File: config.mk
export PLATFORM = sky130hd
export DESIGN_NAME = div_unit
export DESIGN_NICKNAME = d
export VERILOG_FILES = /design/src/rtl/div_unit_pkg.sv /design/src/rtl/div_unit_step.sv /design/src/rtl/div_unit.sv
export SDC_FILE = /design/constraint.sdc
export NUM_CORES = 1
export LEC_CHECK = 0
export BUFFER_PORTS_ARGS = -buffer_cell sky130_fd_sc_hd__buf_2
export CORE_ASPECT_RATIO = 1.25
export CORE_MARGIN = 2
export CORE_UTILIZATION = 23
export CTS_CLUSTER_SIZE = 25
export DETAILED_ROUTE_END_ITERATION = 8
export PLACE_DENSITY = 0.47
export SYNTH_ARGS = -nofsm -noshare
export SYNTH_HDL_FRONTEND = slang
export SYNTH_SLANG_ARGS = --single-unit
File: constraint.sdc
create_clock -name clk -period 8.4 [get_ports clk]
set_input_delay 0.42 -clock clk [delete_from_list [all_inputs] [get_ports clk]]
set_output_delay 0.42 -clock clk [all_outputs]
set_load 0.1 [all_outputs]
File: src/rtl/div_unit_pkg.sv
// Shared execute-stage definitions used by the iterative divider.
package div_unit_pkg;

    localparam int         ALUOP_MEXT_BIT = 6;

    localparam logic [2:0] F3_DIV  = 3'b100;
    localparam logic [2:0] F3_DIVU = 3'b101;
    localparam logic [2:0] F3_REM  = 3'b110;
    localparam logic [2:0] F3_REMU = 3'b111;

    // Quotient returned on divide-by-zero; sliced down to XLEN by users.
    localparam logic [63:0] DIV_ZERO_Q = '1;

    typedef enum logic [1:0] {
        S_IDLE,
        S_BUSY,
        S_FIX,
        S_DONE
    } div_state_e;

endpackage

File: src/rtl/div_unit_step.sv
// One restoring-division step: shift {rem,quo} left, subtract if it fits.
module div_step #(
    parameter int XLEN = 32
) (
    input  logic [XLEN:0]   rem_in,
    input  logic [XLEN-1:0] quo_in,
    input  logic [XLEN-1:0] divisor,
    output logic [XLEN:0]   rem_out,
    output logic [XLEN-1:0] quo_out
);

    logic [XLEN:0] rem_sh;
    logic [XLEN:0] trial;
    logic          unused_rem_msb;

    // The partial remainder is always below the divisor, so its top bit is
    // known zero and drops out of the shift.
    assign unused_rem_msb = rem_in[XLEN];
    assign rem_sh         = {rem_in[XLEN-1:0], quo_in[XLEN-1]};
    assign trial          = rem_sh - {1'b0, divisor};

    // Keep the trial difference when it did not borrow and record a 1 bit.
    always_comb begin
        rem_out = rem_sh;
        quo_out = {quo_in[XLEN-2:0], 1'b0};
        if (!trial[XLEN]) begin
            rem_out    = trial;
            quo_out[0] = 1'b1;
        end
    end

endmodule

File: src/rtl/div_unit.sv
// Iterative radix-2 RV32M divider (DIV/DIVU/REM/REMU) with valid/ready ports.
module div_unit
    import div_unit_pkg::*;
#(
    parameter int XLEN = 32
) (
    input  logic            clk,
    input  logic            rst_n,
    input  logic            in_valid,
    output logic            in_ready,
    input  logic [10:0]     aluop,
    input  logic [XLEN-1:0] a,
    input  logic [XLEN-1:0] b,
    input  logic            flush,
    output logic            out_valid,
    input  logic            out_ready,
    output logic [XLEN-1:0] result,
    output logic            zero_division,
    output logic            overflow_signed_div
);

    localparam int              CW      = $clog2(XLEN);
    localparam logic [XLEN-1:0] MIN_NEG = {1'b1, {(XLEN-1){1'b0}}};

    div_state_e      state;
    logic [CW-1:0]   cnt;
    logic [XLEN:0]   rem;
    logic [XLEN-1:0] quo;
    logic [XLEN-1:0] divisor;
    logic [2:0]      f3;
    logic            is_signed;
    logic            sign_a;
    logic            sign_b;
    logic            spec_zd;
    logic            spec_ov;

    logic [XLEN:0]   rem_nx;
    logic [XLEN-1:0] quo_nx;
    logic            take;
    logic            op_signed;
    logic            a_neg;
    logic            b_neg;
    logic            is_zd;
    logic            is_ov;
    logic [XLEN-1:0] abs_a;
    logic [XLEN-1:0] abs_b;
    logic [XLEN-1:0] q_fix;
    logic [XLEN-1:0] r_fix;
    logic            unused_aluop;

    assign unused_aluop = ^{aluop[10:7], aluop[5:3]};

    assign take      = (state == S_IDLE) && in_valid && !flush
                       && aluop[ALUOP_MEXT_BIT] && aluop[2];
    assign op_signed = !aluop[0];
    assign a_neg     = op_signed && a[XLEN-1];
    assign b_neg     = op_signed && b[XLEN-1];
    // |MIN_NEG| wraps to itself and is then treated as unsigned.
    assign abs_a     = a_neg ? -a : a;
    assign abs_b     = b_neg ? -b : b;
    assign is_zd     = (b == '0);
    assign is_ov     = op_signed && (a == MIN_NEG) && (b == '1);

    // Special-case results are preloaded already corrected, so bypass fix-up.
    assign q_fix = (is_signed && (sign_a ^ sign_b) && !(spec_zd || spec_ov))
                   ? -quo : quo;
    assign r_fix = (is_signed && sign_a && !(spec_zd || spec_ov))
                   ? -rem[XLEN-1:0] : rem[XLEN-1:0];

    div_step #(.XLEN(XLEN)) u_step (
        .rem_in  (rem),
        .quo_in  (quo),
        .divisor (divisor),
        .rem_out (rem_nx),
        .quo_out (quo_nx)
    );

    // Control FSM plus datapath registers; all outputs are registered.
    always_ff @(posedge clk) begin
        if (!rst_n) begin
            state               <= S_IDLE;
            cnt                 <= '0;
            rem                 <= '0;
            quo                 <= '0;
            divisor             <= '0;
            f3                  <= '0;
            is_signed           <= 1'b0;
            sign_a              <= 1'b0;
            sign_b              <= 1'b0;
            spec_zd             <= 1'b0;
            spec_ov             <= 1'b0;
            in_ready            <= 1'b1;
            out_valid           <= 1'b0;
            result              <= '0;
            zero_division       <= 1'b0;
            overflow_signed_div <= 1'b0;
        end else begin
            case (state)
                S_IDLE: begin
                    if (take) begin
                        f3        <= aluop[2:0];
                        is_signed <= op_signed;
                        sign_a    <= a_neg;
                        sign_b    <= b_neg;
                        spec_zd   <= is_zd;
                        spec_ov   <= is_ov;
                        in_ready  <= 1'b0;
                        // Special cases skip the iterations and take one
                        // pass through FIX, so DONE lands on the next edge.
                        if (is_zd) begin
                            quo   <= DIV_ZERO_Q[XLEN-1:0];
                            rem   <= {1'b0, a};
                            state <= S_FIX;
                        end else if (is_ov) begin
                            quo   <= MIN_NEG;
                            rem   <= '0;
                            state <= S_FIX;
                        end else begin
                            quo     <= abs_a;
                            divisor <= abs_b;
                            rem     <= '0;
                            cnt     <= CW'(XLEN - 1);
                            state   <= S_BUSY;
                        end
                    end
                end
                S_BUSY: begin
                    if (flush) begin
                        state    <= S_IDLE;
                        in_ready <= 1'b1;
                    end else begin
                        rem <= rem_nx;
                        quo <= quo_nx;
                        cnt <= cnt - 1'b1;
                        if (cnt == '0) state <= S_FIX;
                    end
                end
                S_FIX: begin
                    if (flush) begin
                        state    <= S_IDLE;
                        in_ready <= 1'b1;
                    end else begin
                        result              <= f3[1] ? r_fix : q_fix;
                        zero_division       <= spec_zd;
                        overflow_signed_div <= spec_ov;
                        out_valid           <= 1'b1;
                        state               <= S_DONE;
                    end
                end
                S_DONE: begin
                    // Transfer or kill: either way nothing new is taken
                    // this cycle and in_ready returns on the next.
                    if (flush || out_ready) begin
                        out_valid           <= 1'b0;
                        zero_division       <= 1'b0;
                        overflow_signed_div <= 1'b0;
                        in_ready            <= 1'b1;
                        state               <= S_IDLE;
                    end
                end
                default: state <= S_IDLE;
            endcase
        end
    end

endmodule

==> results.sh, run 1 <==
export IMPL_ys_seq_area_frac=0.267
export IMPL_areaGrowthSynthToFinish_pct=16.3
export IMPL_synth_compound_area_frac=0.280
export IMPL_path_cells="inv_1, ha_1, fa_1, nor2b_4, o31a_1, o41a_1, nor3_4, o21ai_2, nand3_1, a211oi_4, buf_4, mux2_2, a221oi_1, a211oi_1"
export IMPL_drive_above_1_share=0.128
export IMPL_via_per_inst=4.81
export IMPL_die_w_um=199
export IMPL_cts_hold_buffers=0
export IMPL_maxSlewHeadroom=0.157
export IMPL_status="complete, no violations"
export IMPL_synth_area_sq_mm=0.0109
export IMPL_crit_required_ns=8.69
export IMPL_ys_warn_count=0
export IMPL_post_route_util=0.269
export IMPL_wl_per_cell_um=16.7
export IMPL_ys_flop_type="dfxtp_1"
export IMPL_ir_worst_vdd_uv=333
export IMPL_ant_nets=0
export IMPL_clock_sinks=145
export IMPL_critPathKind="flop to flop"
export IMPL_synth_top_area_cell="dfxtp_1"
export IMPL_synth_area_leaders="dfxtp_1 (27%), a21oi_1 (7.7%), xnor2_1 (6.0%)"
export IMPL_cp_end_kind="flop"
export IMPL_design_area_sq_mm=0.0127
export IMPL_postCtsSetupBuffers=0
export IMPL_setup_tns_ns=0
export IMPL_slew_violations=0
export IMPL_clkLatencyLatePin_ns=0.45
export IMPL_grt_pass1_vias=9912
export IMPL_crit_path_max_incr_delay_ns=0.47
export IMPL_p_total_mw=5.00
export IMPL_coreArea_sq_mm=0.0470
export IMPL_vias=10500
export IMPL_rsz0062_at_grt="false"
export IMPL_grt_overflow_total=0
export IMPL_die_area_sq_mm=0.0491
export IMPL_min_period_over_period=0.476
export IMPL_initial_core_util=0.232
export IMPL_wirelength_mm=36.7
export IMPL_worstMarginPinSlew_ns=1.26
export IMPL_muxShareOfSynthArea=0.0266
export IMPL_synth_nets=1603
export IMPL_synth_seq_cells=145
export IMPL_synth_distinct_cells=73
export IMPL_whs_ns=0.225
export IMPL_grt_usage=0.150
export IMPL_cts_made_buffers=17
export IMPL_regArea_sq_mm=0.00290
export IMPL_clock_fmax_mhz=250
export IMPL_placed_area_sq_mm=0.0120
export IMPL_port_buffers=108
export IMPL_cts_resized=0
export IMPL_yosys_area_share_simple=0.205
export IMPL_die_h_um=247
export IMPL_start_kind="flop"
export IMPL_period_minus_slack_ns=4.00
export IMPL_power_density_mw_per_mm2=395
export IMPL_synthArstFlopShare=0
export IMPL_synthAdderAreaFrac=0.0513
export IMPL_dp_hpwl_mm=28.5
export IMPL_synth_xor_area_frac=0.109
export IMPL_antenna_found_initial=4
export IMPL_layout_cells_non_filler=2190
export IMPL_place_ws_ns=4.35
export IMPL_drc=0
export IMPL_grt_first_pass_wirelength_mm=57.3
export IMPL_hold_path_class="primary input to flop"
export IMPL_num_fill_cells=5228
export IMPL_final_common_cell="a21oi_1"
export IMPL_cts_tree="done"
export IMPL_clock_skew_ns=0.00662
export IMPL_dp_cells=2156
export IMPL_syn_avg_cell_area_sq_um=7.36
export IMPL_hold_viol=0
export IMPL_cp_data_arrival_time_ns=4.28
export IMPL_multi_input_area_sq_mm=0.00734
export IMPL_final_cell_mix="a21oi_1 (167), nand2_1 (152), dfxtp_1 (144), nor2_1 (142), o21ai_0 (129)"
export IMPL_fin_nets=1662
export IMPL_critPathSlowestCell="buf_4"
export IMPL_grt_max_degree=80
export IMPL_drt_iter0_drc=685
export IMPL_p_leak_nw=4.69
export IMPL_cts_max_level=4
export IMPL_synth_top_area_frac=0.267
export IMPL_critPathTopFamily="compound AO/OA/AOI/OAI gates"
export IMPL_path_buf_inv=2
export IMPL_clk_path_buf_depth=2
export IMPL_place_congestion=0.856
export IMPL_setup_violations_final=0
export IMPL_cap_violations=0
export IMPL_clk_pin_slew_ns=0.06
export IMPL_cts_root_buf="clkbuf_16"
export IMPL_drt_pass1_iter_count=5
export IMPL_ios=116
export IMPL_syn_instance_count=1479
export IMPL_fin_ws_ns=4.40
export IMPL_synth_top_family_by_area="compound AO/OA/AOI/OAI gates"
export IMPL_synth_edf_count=0
export IMPL_num_rows=89
export IMPL_critPathMaxFanout=43
==> layer usage <==
| layer | routed length, um | track usage |
|---|---|---|
| met5 | 13 | 0 |
| met4 | 920 | 0.0588 |
| met1 | 17200 | 0.192 |
| met3 | 1280 | 0.0252 |
| met2 | 17200 | 0.250 |
==> logic make-up (layout without fill, tap and decap cells) <==
| logic type | count (synthesis) | after routing |
|---|---|---|
| fa+ha+maj | 44 | 44 |
| buf+inv | 162 | 234 |
| xor+xnor | 136 | 136 |
| flops | 145 | 145 |
| other cells | 0 | 2 |
| mux | 27 | 27 |
| compound gates | 492 | 492 |
| simple gates | 473 | 473 |
==> Yosys cell counts, types with 26 or more instances <==
cell type,number
a211oi_1,32
a21oi_1,168
a221oi_1,26
clkbuf_1,67
dfxtp_1,145
ha_1,43
inv_1,76
nand2_1,152
nor2_1,144
nor3_1,37
o211ai_1,44
o21ai_0,129
xnor2_1,74
xor2_1,62
==> report_power, final <==
group	total (mW)	internal [mW]	leakage (nW)	switching, mW
sequential	1.08	0.844	1.18	0.232
combinational	3.07	1.22	3.20	1.85
clock	0.848	0.541	0.314	0.307
total	5.00	2.61	4.69	2.39
==> sequential cells by signal, summed over array words and instances, names as in the netlist <==
signal and count:
rem 32, zero_division 1, sign_a 1, overflow_signed_div 1
sign_b 1, spec_zd 1, cnt 5, quo 32
in_ready 1, divisor 32, spec_ov 1, out_valid 1
is_signed 1, state 2, f3 1, result 32
==> area by class of cell <==
type / instances / share of cell area
Tap cell: 637 / 0.0630
Multi-Input combinational cell: 1172 / 0.581
Sequential cell: 145 / 0.230
Timing Repair Buffer: 124 / 0.0522
Clock buffer: 22 / 0.0367
Antenna cell: 2 / 0.000396
Inverter: 78 / 0.0232
Clock inverter: 10 / 0.0143
==> path summary, 6_finish.rpt <==
check,startpoint,endpoint,slack [ns],depth (start not counted)
setup / recovery,quo[31],rem[17],4.40,14
setup reg to reg,quo[31],rem[17],4.40,14
hold reg to reg,result[2],result[2],0.44,2
hold / removal,aluop[1],f3[1],0.23,3
==> worst register-to-register path: cells and delay by family (launching register included) <==
kind	cells	cell delay [ns]
AOI/OAI and AO/OA	6	1.29
adders and majority gates	2	0.71
buffers and inverters	2	0.63
DFF	1	0.39
muxes	1	0.43
and+or+nand+nor	3	0.39
Note: power is estimated with default switching activity, not from simulation.
==> inputs of run 2 (changes only) <==
--- a/config.mk
+++ b/config.mk
@@ -5,13 +5,14 @@
 export SDC_FILE = /design/constraint.sdc
 export NUM_CORES = 1
 export LEC_CHECK = 0
+export ABC_AREA = 1
 export BUFFER_PORTS_ARGS = -buffer_cell sky130_fd_sc_hd__buf_2
 export CORE_ASPECT_RATIO = 1.25
 export CORE_MARGIN = 2
 export CORE_UTILIZATION = 23
 export CTS_CLUSTER_SIZE = 25
 export DETAILED_ROUTE_END_ITERATION = 8
-export PLACE_DENSITY = 0.47
+export PLACE_DENSITY = 0.48
 export SYNTH_ARGS = -nofsm -noshare
 export SYNTH_HDL_FRONTEND = slang
 export SYNTH_SLANG_ARGS = --single-unit
==> constraint.sdc (replaced) <==
create_clock -name clk -period 3.5 [get_ports clk]
set_input_delay 0.175 -clock clk [delete_from_list [all_inputs] [get_ports clk]]
set_output_delay 0.175 -clock clk [all_outputs]
set_load 0.1 [all_outputs]
==> results.sh, run 2 <==
export IMPL_crit_path_max_incr_delay_ns=0.40
export IMPL_r2r_end="rem[29]"
export IMPL_postCtsSetupBuffers=0
export IMPL_grt_max_degree=71
export IMPL_synth_top_area_cell="dfxtp_1"
export IMPL_place_congestion=0.978
export IMPL_synth_nets=2468
export IMPL_synth_area_leaders="dfxtp_1 (22%), nand2_1 (18%), inv_1 (11%)"
export IMPL_layout_cells_non_filler=3180
export IMPL_ys_seq_area_frac=0.219
export IMPL_drive_above_1_share=0.0905
export IMPL_grt_pass1_vias=14200
export IMPL_synth_edf_count=0
export IMPL_crit_required_ns=3.89
export IMPL_min_period_over_period=0.812
export IMPL_ys_flop_type="dfxtp_1"
export IMPL_critPathSlowestCell="fa_1"
export IMPL_syn_instance_count=2344
export IMPL_final_common_cell="nand2_1"
export IMPL_synth_most_common_cell="nand2_1"
export IMPL_ios=116
export IMPL_whs_endpoint="divisor[23]"
export IMPL_ir_worst_vdd_uv=587
export IMPL_port_buffers=108
export IMPL_slew_violations=0
export IMPL_critPathMaxFanout=31
export IMPL_regArea_sq_mm=0.00290
export IMPL_final_cell_mix="nand2_1 (629), inv_1 (381), nor2_1 (233), a21oi_1 (209), nand3_1 (207)"
export IMPL_hold_path_class="primary input to flop"
export IMPL_ys_warn_count=0
export IMPL_drt_pass1_iter_count=5
export IMPL_clk_pin_slew_ns=0.07
export IMPL_worstHoldStart="rst_n"
export IMPL_p_sw_mw=10.2
export IMPL_cap_violations=0
export IMPL_path_cells="inv_1, ha_1, fa_1, inv_1, nand3_1, nand2_2, nand2_1, nand2_2, nand2_1, nand2_2, nand2_2, nand2_2, nand2_4, nand2_4, nand2_1, nand2_1, nand2_1, a21oi_2"
export IMPL_via_per_inst=4.73
export IMPL_initial_core_util=0.232
export IMPL_vias=15000
export IMPL_worstHoldPathCells=3
export IMPL_power_density_mw_per_mm2=1130
export IMPL_critPathKind="flop to flop"
export IMPL_ant_nets=0
export IMPL_power_frac_clock=0.124
export IMPL_setup_tns_ns=0
export IMPL_dp_hpwl_mm=45.0
export IMPL_fin_nets=2541
export IMPL_wirelength_mm=55.8
export IMPL_synthArstFlopShare=0
export IMPL_rsz0062_at_grt="false"
export IMPL_pwr_share_comb=0.716
export IMPL_die_w_um=219
export IMPL_coreArea_sq_mm=0.0570
export IMPL_rr_startpoint="quo[31]"
export IMPL_cts_root_buf="clkbuf_16"
export IMPL_antenna_cells=0
export IMPL_cts_made_buffers=17
export IMPL_p_int_mw=7.07
export IMPL_num_rows=98
export IMPL_synth_area_sq_mm=0.0132
export IMPL_multi_input_area_sq_mm=0.00848
export IMPL_r2r_slack_ns=0.66
export IMPL_cts_tree="done"
export IMPL_areaGrowthSynthToFinish_pct=15.0
export IMPL_maxSlewHeadroom=0.406
export IMPL_cp_data_arrival_time_ns=3.23
export IMPL_status="complete, no violations"
export IMPL_dp_cells=3144
export IMPL_ff2ff_path_depth=18
export IMPL_p_sw_frac=0.589
export IMPL_clk_path_buf_depth=2
export IMPL_syn_avg_cell_area_sq_um=5.65
export IMPL_yosys_top_cells_count="nand2_1 (629), inv_1 (381), nor2_1 (233)"
export IMPL_cts_max_level=4
export IMPL_p_leak_nw=7.52
export IMPL_drt_iter0_drc=1060
export IMPL_clock_fmax_mhz=352
export IMPL_drc=0
export IMPL_start_kind="flop"
export IMPL_grt_usage=0.185
export IMPL_period_minus_slack_ns=2.84
export IMPL_clock_sinks=145
export IMPL_setup_violations_final=0
export IMPL_die_h_um=272
export IMPL_worstMarginPinSlew_ns=0.890
export IMPL_die_area_sq_mm=0.0595
export IMPL_wl_per_cell_um=17.5
export IMPL_cp_end_kind="flop"
export IMPL_placed_area_sq_mm=0.0145
export IMPL_num_fill_cells=6548
export IMPL_synth_top_area_frac=0.219
export IMPL_clock_skew_ns=0.0125
export IMPL_grt_first_pass_wirelength_mm=83.8
export IMPL_post_route_util=0.267
export IMPL_synth_seq_cells=145
export IMPL_synth_distinct_cells=50
export IMPL_grt_overflow_total=0
export IMPL_antenna_found_initial=0
export IMPL_power_frac_seq=0.160
export IMPL_clkLatencyLatePin_ns=0.46
export IMPL_p_total_mw=17.2
export IMPL_design_area_sq_mm=0.0152
export IMPL_hold_viol=0
run 2: cell families after synthesis:
kind of cell,synth area share
XOR/XNOR,0.0404
AO/OA/AOI/OAI,0.175
adder cells (fa/ha/maj),0.0422
AND/OR/NAND/NOR,0.383
flip-flops,0.219
buffers and inverters,0.140
run 2: routing by layer:
| metal | vias up | global-route usage | share of wire |
|---|---|---|---|
| li1 | 7638 | - | - |
| met3 | 83 | 0.0198 | 0.042 |
| met1 | 6948 | 0.228 | 0.42 |
| met4 | 0 | 0.0750 | 0.038 |
| met5 | - | 0 | 0 |
| met2 | 375 | 0.327 | 0.50 |
run 2: metrics by stage:
stage | setup WS, ns | hold slack [ns]
detailed placement | 0.702 | 0.409
global placement | 0.706 | 0.402
floorplan | 1.22 | 0.265
CTS | 0.671 | 0.0254
global route | 0.409 | 0.0469
finish | 0.659 | 0.0454
run 2: how the worst max path moves through the flow:
stage               startpoint  endpoint  slack, ns
floorplan              quo[31]   rem[14]       1.22
global placement       quo[31]   rem[28]       0.71
global route           quo[31]   rem[28]       0.41
detailed placement     quo[31]   rem[29]       0.70
CTS                    quo[31]   rem[29]       0.67
finish                 quo[31]   rem[29]       0.66
run 2: what timing repair did:
item | 4_1_cts | 5_1_grt
endpoints found under the hold margin | 4 | 0
hold buffers | 4 | 0
resized for setup | 0 | 0
run 2: power groups by stage:
stage	combinational (mW)	clock, mW	sequential (mW)
6_report	12.3	2.14	2.76
5_1_grt	14.0	2.24	2.81
4_1_cts	12.3	2.18	2.74
3_5_place_dp	12.2	0	2.77
3_3_place_gp	12.2	0	2.77
2_1_floorplan	9.18	0	2.65
run 2: layout make-up:
cell class | count | share of cell area
Clock inverter | 13 | 0.0144
Timing Repair Buffer | 134 | 0.0498
Sequential cell | 145 | 0.191
Multi-Input combinational cell | 1727 | 0.557
Tap cell | 750 | 0.0616
Inverter | 392 | 0.0966
Clock buffer | 19 | 0.0297
run 2: critical path, delay by kind of cell, from the launching register on:
family,cells,cell delay [ns]
buf+inv,2,0.24
simple gates,13,1.33
compound gates,1,0.15
fa+ha+maj,2,0.65
flops,1,0.39
==> inputs of run 3 (changes only) <==
--- a/config.mk
+++ b/config.mk
@@ -12,7 +12,7 @@
 export CORE_UTILIZATION = 23
 export CTS_CLUSTER_SIZE = 25
 export DETAILED_ROUTE_END_ITERATION = 8
-export PLACE_DENSITY = 0.48
+export PLACE_DENSITY = 0.47
 export SYNTH_ARGS = -nofsm -noshare
 export SYNTH_HDL_FRONTEND = slang
 export SYNTH_SLANG_ARGS = --single-unit
==> constraint.sdc (replaced) <==
create_clock -name clk -period 2.7 [get_ports clk]
set_input_delay 0.135 -clock clk [delete_from_list [all_inputs] [get_ports clk]]
set_output_delay 0.135 -clock clk [all_outputs]
set_load 0.1 [all_outputs]
==> results.sh, run 3 (synthesis gave the netlist of run 2 again) <==
export IMPL_ff2ff_path_depth=15
export IMPL_drc=0
export IMPL_antenna_found_initial=0
export IMPL_worstHoldPathCells=3
export IMPL_antenna_cells=0
export IMPL_cts_max_level=4
export IMPL_grt_overflow_total=0
export IMPL_p_sw_frac=0.576
export IMPL_power_frac_seq=0.143
export IMPL_hold_viol=0
export IMPL_regArea_sq_mm=0.00290
export IMPL_ant_nets=0
export IMPL_die_area_sq_mm=0.0595
export IMPL_final_cell_mix="nand2_1 (629), inv_1 (381), nor2_1 (233), a21oi_1 (209), nand3_1 (207)"
export IMPL_p_leak_nw=7.72
export IMPL_power_density_mw_per_mm2=1530
export IMPL_clk_path_buf_depth=2
export IMPL_design_area_sq_mm=0.0156
export IMPL_rr_startpoint="rem[24]"
export IMPL_vias=15200
export IMPL_setup_violations_final=0
export IMPL_wl_per_cell_um=17.6
export IMPL_period_minus_slack_ns=2.49
export IMPL_die_w_um=219
export IMPL_cp_data_arrival_time_ns=2.87
export IMPL_die_h_um=272
export IMPL_grt_usage=0.188
export IMPL_worstMarginPinSlew_ns=0.848
export IMPL_clk_pin_slew_ns=0.06
export IMPL_crit_required_ns=3.08
export IMPL_cts_made_buffers=17
export IMPL_grt_max_degree=70
export IMPL_placed_area_sq_mm=0.0148
export IMPL_clock_sinks=145
export IMPL_setup_tns_ns=0
export IMPL_maxSlewHeadroom=0.435
export IMPL_r2r_slack_ns=0.21
export IMPL_ir_worst_vdd_uv=684
export IMPL_cp_end_kind="flop"
export IMPL_initial_core_util=0.232
export IMPL_num_fill_cells=6583
export IMPL_clock_skew_ns=0.0123
export IMPL_rsz0062_at_grt="false"
export IMPL_clkLatencyLatePin_ns=0.46
export IMPL_num_rows=98
export IMPL_whs_ns=0.0553
export IMPL_cts_root_buf="clkbuf_16"
export IMPL_worstHoldStart="b[28]"
export IMPL_dp_hpwl_mm=46.9
export IMPL_wirelength_mm=56.7
export IMPL_whs_endpoint="divisor[28]"
export IMPL_place_congestion=0.924
export IMPL_status="complete, no violations"
export IMPL_cts_tree="done"
export IMPL_p_sw_mw=13.7
export IMPL_coreArea_sq_mm=0.0570
export IMPL_drive_above_1_share=0.104
export IMPL_drt_iter0_drc=1065
export IMPL_r2r_end="rem[14]"
export IMPL_clock_fmax_mhz=401
export IMPL_hold_path_class="primary input to flop"
export IMPL_port_buffers=108
export IMPL_slew_violations=0
export IMPL_start_kind="flop"
export IMPL_fin_nets=2579
export IMPL_p_int_mw=10.1
export IMPL_multi_input_area_sq_mm=0.00850
export IMPL_cap_violations=0
export IMPL_critPathKind="flop to flop"
export IMPL_grt_pass1_vias=14200
export IMPL_pwr_share_comb=0.745
export IMPL_areaGrowthSynthToFinish_pct=17.5
export IMPL_power_frac_clock=0.112
export IMPL_ios=116
export IMPL_drt_pass1_iter_count=7
export IMPL_critPathMaxFanout=13
export IMPL_via_per_inst=4.73
export IMPL_grt_first_pass_wirelength_mm=84.6
export IMPL_min_period_over_period=0.923
export IMPL_final_common_cell="nand2_1"
-- run 3: critical path, cell delays in order, from the launching register on --
cell and delay (ns):
dfxtp_1 0.59, ha_1 0.38, nand2_1 0.10, nand2_1 0.08, nand2_1 0.06, nand2_1 0.06
nand2_1 0.06, nand2_1 0.09, a21oi_4 0.20, nand2_2 0.10, nand2_4 0.13, nand2_8 0.09
clkbuf_16 0.19, nand2_1 0.07, nand3_1 0.07, a21oi_1 0.16
-- run 3: area by class of cell --
class                   count  share of cell area
clock buffers              20              0.0287
repair buffers            172              0.0714
well taps                 750              0.0603
clock inverters            10              0.0118
multi-input cells        1727               0.546
inverters                 392              0.0946
flip-flops and latches    145               0.187
-- run 3: how the worst max path moves through the flow --
stage	depth (start not counted)	end	start	slack, ns
finish	15	rem[14]	rem[24]	0.21
CTS	18	rem[13]	quo[31]	0.10
floorplan	18	rem[6]	quo[31]	0.42
global route	18	quo[0]	quo[31]	0.04
detailed placement	18	rem[13]	quo[31]	0.12
global placement	18	quo[0]	quo[31]	0.16
-- run 3: power by group through the flow --
stage               Clock (mW)  Combinational [mW]  Sequential (mW)
floorplan                    0                11.9             3.44
global placement             0                17.2             3.41
detailed placement           0                17.2             3.41
CTS                       2.71                17.3             3.37
global route              2.79                19.9             3.45
finish                    2.65                17.7             3.39
-- run 3: layer usage --
layer  track usage  routed length [um]  vias to the layer above
li1              -                   -                     7692
met4        0.0895                2480                        0
met5             0                   0                        -
met1         0.229               24300                     7033
met3        0.0176                1990                       86
met2         0.329               28000                      405
-- run 3: what timing repair did --
item	4_1_cts	5_1_grt
buffers inserted	0	1
gates resized for setup	0	3
endpoints found under the hold margin	4	0
endpoints found under the setup margin	0	27
hold buffers	4	0
-- run 3: through the flow --
step                 util  worst slack, ns  cells  total power, mW
CTS                 0.272            0.100   3214             23.4
finish              0.273            0.209   3216             23.7
detailed placement  0.260            0.118   3180             20.6
floorplan               -            0.415   2344             15.3
global placement    0.260            0.155   3180             20.6
global route        0.273           0.0370   3216             26.1
